==> config.mk <==
export PLATFORM = sky130hd
export DESIGN_NAME = uart_rx_core_flat
export DESIGN_NICKNAME = d
export VERILOG_FILES = /design/src/rtl/uart_rx_core_if.sv /design/src/rtl/uart_rx_core.sv /design/src/flat_wrapper.sv
export SDC_FILE = /design/constraint.sdc
export NUM_CORES = 1
export LEC_CHECK = 0
export CAP_MARGIN = 20
export CORE_ASPECT_RATIO = 2
export CORE_MARGIN = 2
export CORE_UTILIZATION = 53
export DETAILED_ROUTE_END_ITERATION = 7
export PLACE_DENSITY = 0.76
export SETUP_SLACK_MARGIN = 0.4
export SYNTH_ARGS = -nofsm -noshare
export SYNTH_HDL_FRONTEND = slang
export SYNTH_SLANG_ARGS = --single-unit
==> constraint.sdc <==
create_clock -name clk -period 2.5 [get_ports clk]
set_clock_uncertainty 0.1 [all_clocks]
set_input_delay 0.5 -clock clk [delete_from_list [all_inputs] [get_ports clk]]
set_output_delay 0.5 -clock clk [all_outputs]
set_load 0.02 [all_outputs]
==> src/rtl/uart_rx_core_if.sv <==
// Output bundle of uart_rx_core: delivered word, its one-cycle strobe, error flags and busy.
interface uart_rx_core_if #(
    parameter int DATA_BITS = 8
);
    logic [DATA_BITS-1:0] data;
    logic                 data_valid;
    logic                 frame_err;
    logic                 parity_err;
    logic                 busy;

    modport master (output data, data_valid, frame_err, parity_err, busy);
    modport slave  (input  data, data_valid, frame_err, parity_err, busy);
endinterface

==> src/rtl/uart_rx_core.sv <==
// UART receive framer: picks one 16x divider output, oversamples rx and delivers one word per frame.
// Optional parity bit between data and stop is compiled in with `define UART_RX_PARITY_EN.
module uart_rx_core #(
    parameter int DATA_BITS  = 8,
    parameter int PARITY_ODD = 0
) (
    input  logic                  clk,
    input  logic                  rst,
    input  logic                  r1200,
    input  logic                  r2400,
    input  logic                  r4800,
    input  logic                  r9600,
    input  logic [1:0]            baud_sel,
    input  logic                  rx,
    uart_rx_core_if.master        rx_if
);
    localparam int BCW = $clog2(DATA_BITS);

    if (DATA_BITS < 5 || DATA_BITS > 8 || PARITY_ODD < 0 || PARITY_ODD > 1) begin : g_bad_param
        $error("uart_rx_core: DATA_BITS must be 5..8 and PARITY_ODD 0 or 1");
    end

    typedef enum logic [2:0] {
        S_IDLE,
        S_START,
        S_DATA,
`ifdef UART_RX_PARITY_EN
        S_PARITY,
`endif
        S_STOP,
        S_BREAK
    } state_e;

    state_e                state_q, state_d;
    logic                  rx_meta_q, rx_s_q;
    logic [1:0]            sel_q, sel_d, mux_sel;
    logic                  mux, mux_q, tick;
    logic [3:0]            cnt_q, cnt_d;
    logic [BCW-1:0]        bitcnt_q, bitcnt_d;
    logic [DATA_BITS-1:0]  shift_q, shift_d;
    logic [DATA_BITS-1:0]  data_q, data_d;
    logic                  data_valid_q, data_valid_d;
    logic                  frame_err_q, frame_err_d;
`ifdef UART_RX_PARITY_EN
    logic                  perr_q, perr_d;
    logic                  parity_err_q, parity_err_d;
`endif

    // The divider is live in IDLE; once a frame starts the captured rate is used.
    always_comb begin
        mux_sel = (state_q == S_IDLE) ? baud_sel : sel_q;
        case (mux_sel)
            2'd0:    mux = r1200;
            2'd1:    mux = r2400;
            2'd2:    mux = r4800;
            default: mux = r9600;
        endcase
        tick = mux & ~mux_q;
    end

    // NOTE: every variable gets a default before the case so no path infers a latch.
    always_comb begin
        state_d      = state_q;
        sel_d        = sel_q;
        cnt_d        = tick ? cnt_q + 4'd1 : cnt_q;
        bitcnt_d     = bitcnt_q;
        shift_d      = shift_q;
        data_d       = data_q;
        data_valid_d = 1'b0;
        frame_err_d  = frame_err_q;
`ifdef UART_RX_PARITY_EN
        perr_d       = perr_q;
        parity_err_d = parity_err_q;
`endif
        case (state_q)
            S_IDLE: begin
                if (!rx_s_q) begin
                    state_d = S_START;
                    sel_d   = baud_sel;
                end
            end
            S_START: begin
                if (tick && cnt_q == 4'd7) state_d = rx_s_q ? S_IDLE : S_DATA;
            end
            S_DATA: begin
                if (tick && cnt_q == 4'd15) begin
                    shift_d  = {rx_s_q, shift_q[DATA_BITS-1:1]};
                    bitcnt_d = bitcnt_q + 1'b1;
                    if (bitcnt_q == BCW'(DATA_BITS - 1)) begin
                        bitcnt_d = '0;
`ifdef UART_RX_PARITY_EN
                        state_d  = S_PARITY;
`else
                        state_d  = S_STOP;
`endif
                    end
                end
            end
`ifdef UART_RX_PARITY_EN
            S_PARITY: begin
                if (tick && cnt_q == 4'd15) begin
                    perr_d  = rx_s_q ^ (^shift_q) ^ 1'(PARITY_ODD);
                    state_d = S_STOP;
                end
            end
`endif
            S_STOP: begin
                if (tick && cnt_q == 4'd15) begin
                    data_d       = shift_q;
                    frame_err_d  = ~rx_s_q;
                    data_valid_d = 1'b1;
`ifdef UART_RX_PARITY_EN
                    parity_err_d = perr_q;
`endif
                    state_d      = rx_s_q ? S_IDLE : S_BREAK;
                end
            end
            S_BREAK: begin
                if (rx_s_q) state_d = S_IDLE;
            end
            default: state_d = S_IDLE;
        endcase
        if (state_d != state_q) cnt_d = '0;
    end

    // NOTE: sequential state uses <= only, so every flop sees pre-edge values of the others.
    always_ff @(posedge clk) begin
        if (rst) begin
            rx_meta_q    <= 1'b1;
            rx_s_q       <= 1'b1;
            state_q      <= S_IDLE;
            sel_q        <= 2'd0;
            mux_q        <= 1'b0;
            cnt_q        <= 4'd0;
            bitcnt_q     <= '0;
            shift_q      <= '0;
            data_q       <= '0;
            data_valid_q <= 1'b0;
            frame_err_q  <= 1'b0;
`ifdef UART_RX_PARITY_EN
            perr_q       <= 1'b0;
            parity_err_q <= 1'b0;
`endif
        end else begin
            rx_meta_q    <= rx;
            rx_s_q       <= rx_meta_q;
            state_q      <= state_d;
            sel_q        <= sel_d;
            mux_q        <= mux;
            cnt_q        <= cnt_d;
            bitcnt_q     <= bitcnt_d;
            shift_q      <= shift_d;
            data_q       <= data_d;
            data_valid_q <= data_valid_d;
            frame_err_q  <= frame_err_d;
`ifdef UART_RX_PARITY_EN
            perr_q       <= perr_d;
            parity_err_q <= parity_err_d;
`endif
        end
    end

    assign rx_if.data       = data_q;
    assign rx_if.data_valid = data_valid_q;
    assign rx_if.frame_err  = frame_err_q;
    assign rx_if.busy       = (state_q != S_IDLE);
`ifdef UART_RX_PARITY_EN
    assign rx_if.parity_err = parity_err_q;
`else
    assign rx_if.parity_err = 1'b0;
`endif
endmodule

==> src/flat_wrapper.sv <==
// flat-port wrapper written by rule: the top's interface ports become plain ports
module uart_rx_core_flat 
#(
    parameter int DATA_BITS  = 8,
    parameter int PARITY_ODD = 0
)
  (clk, rst, r1200, r2400, r4800, r9600, baud_sel, rx, rx_if_data, rx_if_data_valid, rx_if_frame_err, rx_if_parity_err, rx_if_busy);
  uart_rx_core_if #(.DATA_BITS(DATA_BITS)) rx_if_i ();
  input  logic clk;
  input  logic rst;
  input  logic r1200;
  input  logic r2400;
  input  logic r4800;
  input  logic r9600;
  input  logic [1:0] baud_sel;
  input  logic rx;
  output wire logic [$bits(rx_if_i.data)-1:0] rx_if_data;
  output wire logic [$bits(rx_if_i.data_valid)-1:0] rx_if_data_valid;
  output wire logic [$bits(rx_if_i.frame_err)-1:0] rx_if_frame_err;
  output wire logic [$bits(rx_if_i.parity_err)-1:0] rx_if_parity_err;
  output wire logic [$bits(rx_if_i.busy)-1:0] rx_if_busy;
  assign rx_if_data = rx_if_i.data;
  assign rx_if_data_valid = rx_if_i.data_valid;
  assign rx_if_frame_err = rx_if_i.frame_err;
  assign rx_if_parity_err = rx_if_i.parity_err;
  assign rx_if_busy = rx_if_i.busy;
  uart_rx_core #(.DATA_BITS(DATA_BITS), .PARITY_ODD(PARITY_ODD)) u_core (.clk(clk), .rst(rst), .r1200(r1200), .r2400(r2400), .r4800(r4800), .r9600(r9600), .baud_sel(baud_sel), .rx(rx), .rx_if(rx_if_i));
endmodule
== Yosys cells after proc, flatten, opt, wreduce, memory -nomap -nowiden ==
Cells that the tools add are included.
Word-level totals
  input bits: 9
  register bits: 33
Cells by class
  reduce and logical (&&, ||, !) cells: 10
  add/subtract/negate cells: 2
  multiplexer cells: 13
  equality and inequality tests: 10
  bitwise gates (word level): 4
Operators by type and width (number)
  $mux W3: 8
  $pmux W3 S5: 1
  $eq A3 B2 Y1 const B: 2
  $eq A3 B3 Y1 const B: 2
  $reduce_and A2 Y1: 3
  $add A4 B1 Y4 const B: 1
  $eq A4 B3 Y1 const B: 1
  $eq A4 B4 Y1 const B: 1
  $mux W2: 2
  $reduce_or A2 Y1: 2
  $add A3 B1 Y3 const B: 1
  $eq A3 B1 Y1 const B: 1
  $logic_not A3 Y1: 1
  $ne A3 B3 Y1: 1
  $not A1 Y1: 3
  $pmux W1 S3: 1
  $reduce_bool A3 Y1: 1
  $eq A2 B1 Y1 const B: 1
  $eq A2 B2 Y1 const B: 1
  $logic_and A1 B1 Y1: 2
  $logic_not A2 Y1: 1
  $and A1 B1 Y1: 1
  $mux W1: 1

== Longest topological paths before layout ==
  depth in word-level cells: 10
  mapped depth: 7

== Least setup slack after synthesis ==
OpenSTA, ideal clock, no wires.
  path kind: input-to-reg
  start: input port r9600
  end: register u_core.cnt_q[1]
  setup slack: 0.464 ns
  cell stages on the path: 5
  data arrival time: 1.870 ns
  library setup time: 0.066 ns
  path buffers: 0
  cell sequence: mux4_2 > a31o_1 > a2111oi_4 > nand3_2 > a21oi_2
Between the ends
  longest elaborated chain between the ends: 7
  elaborated cells between the ends (all ways): 10
  classes of those cells: eq/ne (1); mux (5); bitwise (1); reduce/logical (3)
Ends and longest elaborated chain
  start: declaration: RTL line flat_wrapper.sv:14  | input logic r9600;
  $pmux W1 S3 *: RTL line uart_rx_core.sv:52  | case (mux_sel)
  $and A1 B1 Y1 *: RTL line uart_rx_core.sv:58  | tick = mux & ~mux_q;
  $logic_and A1 B1 Y1, on equally long branches: RTL line uart_rx_core.sv:86, uart_rx_core.sv:108, uart_rx_core.sv:83
  $mux W3, on equally long branches: RTL line uart_rx_core.sv:108, uart_rx_core.sv:86, uart_rx_core.sv:83
  $pmux W3 S5: RTL line uart_rx_core.sv:75  | case (state_q)
  $ne A3 B3 Y1: RTL line uart_rx_core.sv:123  | if (state_d != state_q) cnt_d = '0;
  $reduce_or A2 Y1 (no line)
  end signal: assignment: RTL line uart_rx_core.sv:150  | cnt_q <= cnt_d;
  end: declaration: RTL line uart_rx_core.sv:38  | logic [3:0] cnt_q, cnt_d;
Mark *: on every way between the ends. The rest lies on a longest branch, timed or not.
A chain may end at the register's enable or synchronous reset.

== Worst setup path after layout ==
  start: register u_core.state_q[2]
  end: output port rx_if_busy
Between the ends
  longest elaborated chain between the ends: 1
Ends and longest elaborated chain
  start: declaration: RTL line uart_rx_core.sv:34  | state_e state_q, state_d;
  start signal: assignment: RTL line uart_rx_core.sv:147  | state_q <= state_d;
  $reduce_bool A3 Y1: RTL line uart_rx_core.sv:166  | assign rx_if.busy = (state_q != S_IDLE);
  end: declaration: RTL line flat_wrapper.sv:21  | output wire logic [$bits(rx_if_i.busy)-1:0] rx_if_busy;
Every way passes these cells.

==> results_dict.tcl <==
set metrics [dict create \
    drc 0 \
    h-tree-depth 2 \
    slew_headroom_pct 60.0 \
    worstPathRequired_ns 1.90 \
    yosysTopAreaCell "dfxtp_1" \
    final_core_util_pct 68.8 \
    critical_path.max_fanout 13 \
    cp.arrival_ns 1.43 \
    hp-class "reg2reg" \
    hold_viol 0 \
    synth_commonest_cells "dfxtp_1 (33), nor2_1 (33), mux2i_1 (22), a21oi_1 (6), clkbuf_1 (6)" \
    area_delta_synth_final_pct 24.5 \
    setup_viol 0 \
    ys_seq_area_share_pct 44.3 \
    ant_nets 0 \
    cp-startpoint "u_core.state_q[2]" \
    final_nets 193 \
    routabilityCongestion 0.772 \
    vias_per_cell 5.77 \
    p_leak_nw 0.846 \
    fmax_ghz 0.492 \
    grt_max_degree 17 \
    firstDrtPassIters 4 \
    clkSlewWorstSetupHoldPaths_ns 0.07 \
    drive_gt1_share_pct 16.5 \
    initial_utilization_pct 55.2 \
    async_reset_ff_share_pct 0 \
    worst_setup_path_end_kind "primary output" \
    crit_path_start_kind "flip-flop" \
    grtUsageTotal_pct 21.6 \
    synth_cells 153 \
    crit_type "reg2out" \
    num_vias 1218 \
    syn-cell-area_um2 1490 \
    maxCapViolCount 0 \
    cp-endpoint "rx_if_busy" \
    synth_edf_count 0 \
    clock-sinks 33 \
    cts.path.max_buffers 2 \
    run_status "finished, final reports clean" \
    fp.dieH_um 79.1 \
    insertedDiodeCount 0 \
    synth-main-ff-cell "dfxtp_1" \
    syn_avg_cell_area_um2 9.76 \
    synth_fp_nets 165 \
    overflow 0 \
    ir_drop_mv 0.410 \
    power.density_nw_per_um2 550 \
    cts-buffers-inserted 5 \
    die-area_um2 3280 \
    root_buffer "clkbuf_8" \
    rsz0062_at_grt "false" \
    totalWireLength_mm 3.12 \
    tightest_slew_ns 0.592 \
    yosys-top-cells-area "dfxtp_1 (44%), mux2i_1 (15%), nor2_1 (8.3%)" \
    ys_types 40 \
    pre_cts_ws_ns -0.0440 \
    io_pins 21 \
    grt_pass1_vias 1235 \
    grt_pass1_wl_mm 5.55 \
    r2r-start "u_core.sel_q[0]" \
    cts_tree "yes" \
    synth_top_area_share_pct 44.3 \
    yosys_warnings 0 \
    hp-start "u_core.rx_meta_q" \
    worstPathCellList "or3_1 -> dlygate4sd2_1" \
    setup_ws_ns 0.469 \
    die_x_um 41.5 \
    rows 27 \
    path_buf_inv 1 \
    slowest_delay_ns 0.42 \
    critPathTopFamily "simple AND/OR/NAND/NOR gates" \
    fin_crit_ns 2.03 \
    antenna_found_initial 0 \
    wl_per_cell_um 14.8 \
    worst-path-stages 2 \
    rrSetupSlack_ns 0.53 \
    fin_crit_sh_pct 81.2 \
    synth-seq-cells 33 \
    slew_viol_final 0 \
    r2r_cells 5 \
    drtIter0Drc 24 \
    clock_latency_ns 0.29 \
    dpl.hpwl_mm 2.21 \
    worst_path_max_delay_cell "or3_1" \
    port_buffers 19 \
    r2r_end "u_core.cnt_q[1]" \
    core_um2 2700 \
]
[state kept, by name, indices dropped and copies added, names as in the netlist]
register	count
u_core.bitcnt_q	3
u_core.cnt_q	4
u_core.mux_q	1
u_core.rx_s_q	1
u_core.shift_q	8
u_core.rx_if.data	8
u_core.state_q	3
u_core.sel_q	2
u_core.rx_if.frame_err	1
u_core.rx_if.data_valid	1
u_core.rx_meta_q	1
[power by group]
part / total, mW / internal, mW / switching (mW)
sequential: 0.544 / 0.534 / 0.00975
clock: 0.393 / 0.192 / 0.201
combinational: 0.0842 / 0.0427 / 0.0415
[routing by layer]
layer  GRT usage, %  wire (um)  share of wire [%]  vias to the layer above
met2           36.4       1650                 53                       23
met3           4.55         81                2.6                       13
met5              0          0                  0                        -
met1           24.4       1290                 41                      587
li1               -          -                  -                      595
met4           12.9         96                3.1                        0
[logic make-up (layout without fill, tap and decap cells)]
kind of cell / after synthesis / in the layout / synth area share [%]
multiplexers: 25 / 25 / 18.5
flip-flops: 33 / 33 / 44.3
AND/OR/NAND/NOR: 59 / 59 / 20.3
other: 1 / 1 / 0.251
XOR/XNOR: 3 / 3 / 1.76
AO/OA/AOI/OAI: 18 / 18 / 9.22
buffers and inverters: 11 / 40 / 3.19
adder cells (fa/ha/maj): 3 / 3 / 2.51
[area by class of cell]
| class | instances | area (um2) |
|---|---|---|
| Timing Repair Buffer | 30 | 282 |
| Sequential cell | 33 | 662 |
| Tap cell | 29 | 36.3 |
| Multi-Input combinational cell | 109 | 785 |
| Fill cell | 227 | 845 |
| Clock buffer | 5 | 68.8 |
| Inverter | 2 | 7.51 |
| Clock inverter | 3 | 17.5 |
[worst reg2reg max path, delay by kind of cell, from the launching register on]
kind             cells  cell delay (ns)
multiplexers         1             0.55
AO/OA/AOI/OAI        3             0.67
AND/OR/NAND/NOR      1             0.16
flip-flops           1             0.42
[cell usage in the layout, fill, tap and decap left out, drive strengths merged, types with 2 or more instances in the layout]
cell type      synthesis  layout
nor2                  33      33
dfxtp                 33      33
mux2i                 22      22
clkdlybuf4s50          0      13
buf                    3      11
a21oi                  7       7
clkbuf                 6       5
dlygate4sd2            0       5
o21ai                  3       3
xnor2                  3       3
nand2                  3       3
ha                     3       3
or3                    2       2
mux4                   2       2
nand4                  2       2
nor3b                  2       2
nand4b                 2       2
inv                    2       2
nor4                   2       2
nor2b                  2       2
or2                    2       2
clkinv                 0       2
nand3                  2       2
[how the worst min path moves through the flow]
stage	to	slack, ns	depth (start not counted)
after global routing	u_core.rx_s_q	0.34	1
after global placement	u_core.rx_s_q	0.29	1
final	u_core.rx_s_q	0.32	1
after detailed placement	u_core.rx_s_q	0.30	1
after floorplan	u_core.rx_s_q	0.29	1
after CTS	u_core.rx_s_q	0.32	1
[metrics by stage]
stage / hold WS (ns) / cells / total power, mW / setup TNS [ns] / cell area, um2
after floorplan: 0.289 / 153 / 0.604 / 0 / 1490
after detailed placement: 0.298 / 202 / 0.641 / -0.148 / 1770
after global routing: 0.344 / 211 / 1.06 / 0 / 1860
final: 0.316 / 211 / 1.02 / 0 / 1860
after CTS: 0.318 / 210 / 1.03 / 0 / 1850
after global placement: 0.292 / 202 / 0.637 / 0 / 1770
[what timing repair did]
item,CTS,global route
pin swaps,3,1
buffers inserted,0,1
cloned,0,0
gates resized for setup,5,2
setup endpoints to repair,14,2
hold buffers,0,0
No activity file was read; power rests on OpenSTA's default activity.
==> RTL edit 1, RTL diff (same flow settings) <==
Compare `cnt_q` against `4'd7` with >= in place of ==.
--- a/src/rtl/uart_rx_core.sv
+++ b/src/rtl/uart_rx_core.sv
@@ -82,3 +82,3 @@
             S_START: begin
-                if (tick && cnt_q == 4'd7) state_d = rx_s_q ? S_IDLE : S_DATA;
+                if (tick && cnt_q >= 4'd7) state_d = rx_s_q ? S_IDLE : S_DATA;
             end
Function: same outputs for any inputs over 10 cycles, from zero or initial values and one cycle with rst high; that may be too few to reach the edited logic, so the function may still have changed.
==> RTL edit 1 against the unedited design <==
  * Clock power grew 31%
  * Setup slack lost 0.0097 ns
  * First-iteration DRC count grew 46%
  * Design area grew 2.6%
  * Sequential cell count is the same
  * Total power grew 12%
  * Combinational power grew 2.5%
  * Routed wire length grew 6.2%
  * Non-clock buffer count is the same
  * Synthesized area shrank 2.6%
==> RTL edit 1: results (changes against the unedited design) <==
** Layout
- Final net count :: 185 (-4.1%)
- Fraction of final layout cells sized beyond drive strength 1 :: 18.97% (+2.5 points)
- The antenna diode count was 0 (unchanged).
- The count of filler cells inserted in the layout is 176 (-22%).
- The final cell count without fillers came to 202 (-4.3%).
- The post-route cell area came to 0.001906 mm2 (+2.6%).

** Clock tree
- The number of buffers created by CTS came to 5 (unchanged).
- H-tree depth :: 2 (unchanged)
- Number of buffers on the longest clock path :: 2 (unchanged)
- Register clock-pin slew on the reported worst setup and hold paths :: 0.07 ns (about the same)
- At the later pin of the worst-skew pair, clock insertion delay measures roughly 0.28 ns.
- Clk Tree Root Cell :: clkbuf_8

** Synth
- The number of warnings issued by yosys came to 0 (unchanged).
- The cell area after synthesis is 0.001454 mm2 (-2.6%).
- The share of the yosys chip area belonging to registers was 45.44% (+1.2 points).
- Main area contributors after synthesis :: dfxtp_1 (45%), mux2i_1 (14%), nor2_1 (5.7%)
- Total nets after synthesis :: 156 (-5.5%)
- The count of unique library cells instantiated by Yosys is 38 (-5.0%).
- The proportion of register bits with asynchronous set or reset after synthesis was 0% (unchanged).
- By count the netlist is led by dfxtp_1 (33), nor2_1 (22), mux2i_1 (20).
- The mean area per synthesized cell is 10.10 um2 (+3.5%).

** Global routing
- The initial antenna violation count was 0 (unchanged).
- The pin count of the biggest net entering global routing was 16 (-1).
- Global-route wire length before repair :: 4.836 mm (-13%)
- The number of global-route vias before repair came to 1130 (-8.5%).
- Overall fraction of global-route tracks in use :: 22.07% (+0.47 points)

** Placement
- Detailed placement HPWL :: 2.200 mm (-0.39%)
- Routability Congestion :: 0.7989 (+3.5%)
- Buffers added on ports :: 19 (unchanged)
- The post-detailed-placement cell area is 0.001688 mm2 (-4.5%).

** STA
- The transition time at the pin with the least slew margin is 0.8971 ns (+0.3047 ns).

** Drt
- Routed vias :: 1186 (-2.6%)
- DRT Pass-1 Iters :: 4 (unchanged)
- The DRC violation total after the first TritonRoute iteration is 35 (+46%).
- WL per Instance :: 16.38 um (+11%)

** Pwr
- The static leakage came to 0.8675 nW (+2.5%).
- The worst voltage drop across the vdd grid is 0.4513 mV (+10%).

** Setup path
- Largest fanout on the critical path :: 10 (-3)
- Slowest cell on the critical path :: or3_4
- Broken down by cell family, the worst path's largest delay share belongs to simple AND/OR/NAND/NOR gates.
- Depth of the worst register-to-register path :: 6 (+1)
- The worst reg-to-reg setup slack came to 0.51 ns (-0.02 ns).
- The delay contributed by the slowest stage of the critical path came to 0.46 ns (+0.04 ns).
- At the worst endpoint, the arrival time is roughly 1.4 ns.

** Min path
- Type of the worst min-delay path :: register to register
- The number of cells on the worst hold path came to 1 (unchanged).

** Status
- The run finished with clean final reports.
==> RTL edit 1: layer usage <==
metal	vias up	part of all wire, %	global-route usage (%)
met2	15	58	40.31
met3	5	1.9	6.780
met1	595	38	20.07
met4	0	1.5	8.000
met5	-	0	0
li1	571	-	-
==> RTL edit 1: path summary, 6_finish.rpt <==
path	startpoint	to
worst min-delay path	u_core.rx_meta_q	u_core.rx_s_q
worst max-delay path	u_core.state_q[1]	rx_if_busy
worst min register to register	u_core.rx_meta_q	u_core.rx_s_q
worst max register to register	u_core.cnt_q[0]	u_core.rx_if.frame_err
==> RTL edit 1: layout make-up <==
cell class | instances | area share, %
Timing Repair Buffer | 30 | 16.74
Multi-Input combinational cell | 98 | 39.59
Sequential cell | 33 | 34.73
Clock buffer | 7 | 4.531
Tap cell | 28 | 1.838
Inverter | 5 | 0.9849
Clock inverter | 1 | 1.576
==> RTL edit 1: stage by stage <==
| step | worst slack (ns) | hold WS (ns) |
|---|---|---|
| after floorplan | 0.5246 | 0.2895 |
| after global placement | 0.1211 | 0.2924 |
| after detailed placement | 0.04523 | 0.3054 |
| after CTS | 0.3971 | 0.3188 |
| after global routing | 0.4240 | 0.3259 |
| final | 0.4597 | 0.3153 |
==> RTL edit 1: power by group <==
| part | internal (mW) | total (mW) | switching, mW | leakage [nW] |
|---|---|---|---|---|
| Combinational | 0.0427 | 0.0863 | 0.0435 | 0.542 |
| Clock | 0.325 | 0.514 | 0.189 | 0.0585 |
| Sequential | 0.534 | 0.545 | 0.0109 | 0.267 |
==> RTL edit 1: repair_timing <==
action / 4_1_cts / 5_1_grt
gates resized for setup: 3 / 10
setup endpoints to repair: 13 / 17
pin swaps: 1 / 2
gates cloned: 1 / 1
hold endpoints to repair: 0 / 0
setup buffers: 1 / 3
hold buffers: 0 / 0
==> RTL edit 1: logic make-up (layout without fill, tap and decap cells) <==
family | Yosys count | count (layout) | synth area share, %
fa+ha+maj | 4 | 4 | 3.271
compound gates | 17 | 17 | 8.519
flops | 33 | 33 | 45.44
other cells | 1 | 1 | 0.2579
simple gates | 52 | 52 | 19.45
buf+inv | 14 | 43 | 4.647
mux | 23 | 24 | 18.42
==> RTL edit 2, RTL diff (config.mk and constraints unchanged) <==
Without the edit above. The option `UART_RX_PARITY_EN` is turned on by a define.
--- a/src/rtl/uart_rx_core.sv
+++ b/src/rtl/uart_rx_core.sv
@@ -2,2 +2,4 @@
 // Optional parity bit between data and stop is compiled in with `define UART_RX_PARITY_EN.
+`define UART_RX_PARITY_EN
+
 module uart_rx_core #(
Function: same outputs for any inputs over 10 cycles, from zero or initial values and one cycle with rst high; that may be too few to reach the edited logic, so the function may still have changed.
==> RTL edit 2 against the unedited design <==
  * Synthesized area rose by 19%
  * Design area up 26%
  * Hold slack worse by 0.014 ns
  * Die area increased by 17%
  * Critical endpoint is now u_core.shift_q[1]
  * Sequential cell count grew 2
  * Setup slack got worse by 0.028 ns
  * Routed wire length rose by 32%
Power is not compared: it rests on default switching activity, and its combinational part moved more than twofold at a synthesized area within 25%.
==> RTL edit 2: results (changes against the unedited design) <==
** Clock tree
- The clock insertion delay at the later pin of the skew report came to 0.29 ns (about the same).
- Register clock-pin slew on the reported worst setup and hold paths :: 0.07 ns (about the same)
- The H-tree depth is 2 (unchanged).
- Number of buffers on the longest clock path :: 2 (unchanged)

** Layout
- Number of inserted filler cells in the final layout :: 235 (+3.5%)
- Antenna fix cells :: 0 (unchanged)
- The number of nets in the finished design was 231 (+20%).
- The final core utilization came to 73.59% (+4.8 points).
- The share of post-route cells with drive strength above 1 was 24.09% (+7.6 points).

** Setup path
- Endpoint arrival time on the critical path :: 2.12 ns (+0.69 ns)
- The worst reg-to-reg setup slack was 0.44 ns (-0.09 ns).
- Launching point of the worst reg2reg path :: u_core.state_q[0]
- The highest fanout seen on the critical path came to 11 (-2).
- STA classifies the critical path startpoint as a register.
- Crit Reg-Reg Endpoint :: u_core.shift_q[1]
- Depth of the worst register-to-register path :: 6 (+1)
- Endpoint type of the worst setup path :: register

** Synth
- Share of flip-flops with an asynchronous set or reset after synthesis :: 0% (unchanged)
- Distinct cell type count of the synthesized netlist :: 43 (+7.5%)
- Main synth FF type :: dfxtp_1
- Sequential share of the synthesized area :: 39.58% (-4.7 points)
- By area the synthesized netlist is led by dfxtp_1 (40%), mux2i_1 (14%), nor2_1 (7.2%).
- Total nets after synthesis :: 198 (+20%)
- Commonest cells in the netlist :: dfxtp_1 (35), nor2_1 (34), mux2i_1 (25)
- YS warnings :: 0 (unchanged)

** Drt
- The first-pass iteration count of the detailed router came to 4 (unchanged).
- The DRC violation total after the first TritonRoute iteration was 42 (+75%).
- Detailed-routed wire length on met3 :: 143 um (+77%)
- The highest metal layer carrying signal wires in the routed design is met4.
- The sum of routed wire segments on met1 is 1.547 mm (+20%).
- The via-per-instance ratio came to 5.912 (+2.4%).
- Met2 WL post-DR :: 2.256 mm (+36%)
- The average wire per standard cell is 16.42 um (+11%).

** Global routing
- The initial antenna violation count was 0 (unchanged).
- GR Layer Usage met2 :: 42.29% (+5.9 points)
- The global-route track usage on met3 was 5.053% (+0.51 points).
- The met1 global-route usage was 24.63% (+0.28 points).
- The global-route wire length before repair came to 6.872 mm (+24%).
- The total routing resource utilization after global routing was 24.13% (+2.5 points).
- Vias in the first global route :: 1541 (+25%)
- Largest net degree at the start of global routing :: 33 (+16)

** Placement
- Detailed placement HPWL :: 2.939 mm (+33%)
- The routability-driven placement congestion ratio came to 0.9207 (+19%).
- Buffers added on ports :: 20 (+1)
- The post-detailed-placement cell area is 0.002064 mm2 (+17%).

** Pwr
- Total clock network power :: between 400 and 500 uW
- For this design the total switching power over the nets is approximately 330 uW.
- Internal power comes to around 930 uW.

** STA
- Measured slew at the worst slew-check pin :: 0.4361 ns (-0.1562 ns)
- Min Hold Slack :: 0.3025 ns (-0.01355 ns)
- The setup-violating endpoint count in the final report was 0 (unchanged).

** Status
- The run finished with clean final reports.

** Min path
- The startpoint identified for the worst hold timing path is u_core.rx_meta_q.
RTL edit 2: cell count changes after synthesis, sizes merged, moves of 3 or more:
| cell | change |
|---|---|
| mux2i | +3 |
| nand2b | +3 |
| xnor2 | +5 |
| a21oi | -3 |
| a2111oi | +3 |
| nor3 | +6 |
| nand3 | +3 |
| mux2 | +3 |
RTL edit 2: per-stage QoR:
| stage | setup slack [ns] | std cells |
|---|---|---|
| 3_3_place_gp | -0.04490 | 238 |
| 3_5_place_dp | -0.1679 | 238 |
| 2_1_floorplan | 0.5196 | 186 |
| 6_report | 0.4412 | 251 |
| 5_1_grt | 0.3937 | 251 |
| 4_1_cts | 0.4012 | 249 |
RTL edit 2: layout make-up:
cell class | instances | area share [%]
well taps | 31 | 1.651
flip-flops and latches | 35 | 29.87
repair buffers | 37 | 14.96
inverters | 2 | 0.3195
multi-input cells | 138 | 48.93
clock buffers | 8 | 4.260
RTL edit 2: timing repair:
action,4_1_cts,5_1_grt
setup buffers,3,2
pin swaps,6,2
resized for setup,19,13
cloned,0,0
setup endpoints to repair,21,17
hold buffers,0,0
RTL edit 2: logic make-up (layout without fill, tap and decap cells):
group | count (synthesis) | in the layout | synth area share (%)
and+or+nand+nor | 68 | 68 | 19.01
buffers and inverters | 13 | 47 | 3.816
DFF | 35 | 35 | 39.58
xor gates and xnor gates | 11 | 11 | 6.219
AOI/OAI and AO/OA | 27 | 27 | 12.58
muxes | 29 | 29 | 16.68
adders and majority gates | 3 | 3 | 2.120
RTL edit 2: worst max-delay path, cell delays in order, from the launching register on:
cell	delay, ns
dfxtp_1	0.39
o31a_1	0.33
or3b_1	0.40
a31oi_2	0.26
buf_12	0.18
mux2i_1	0.22
nor2_1	0.06
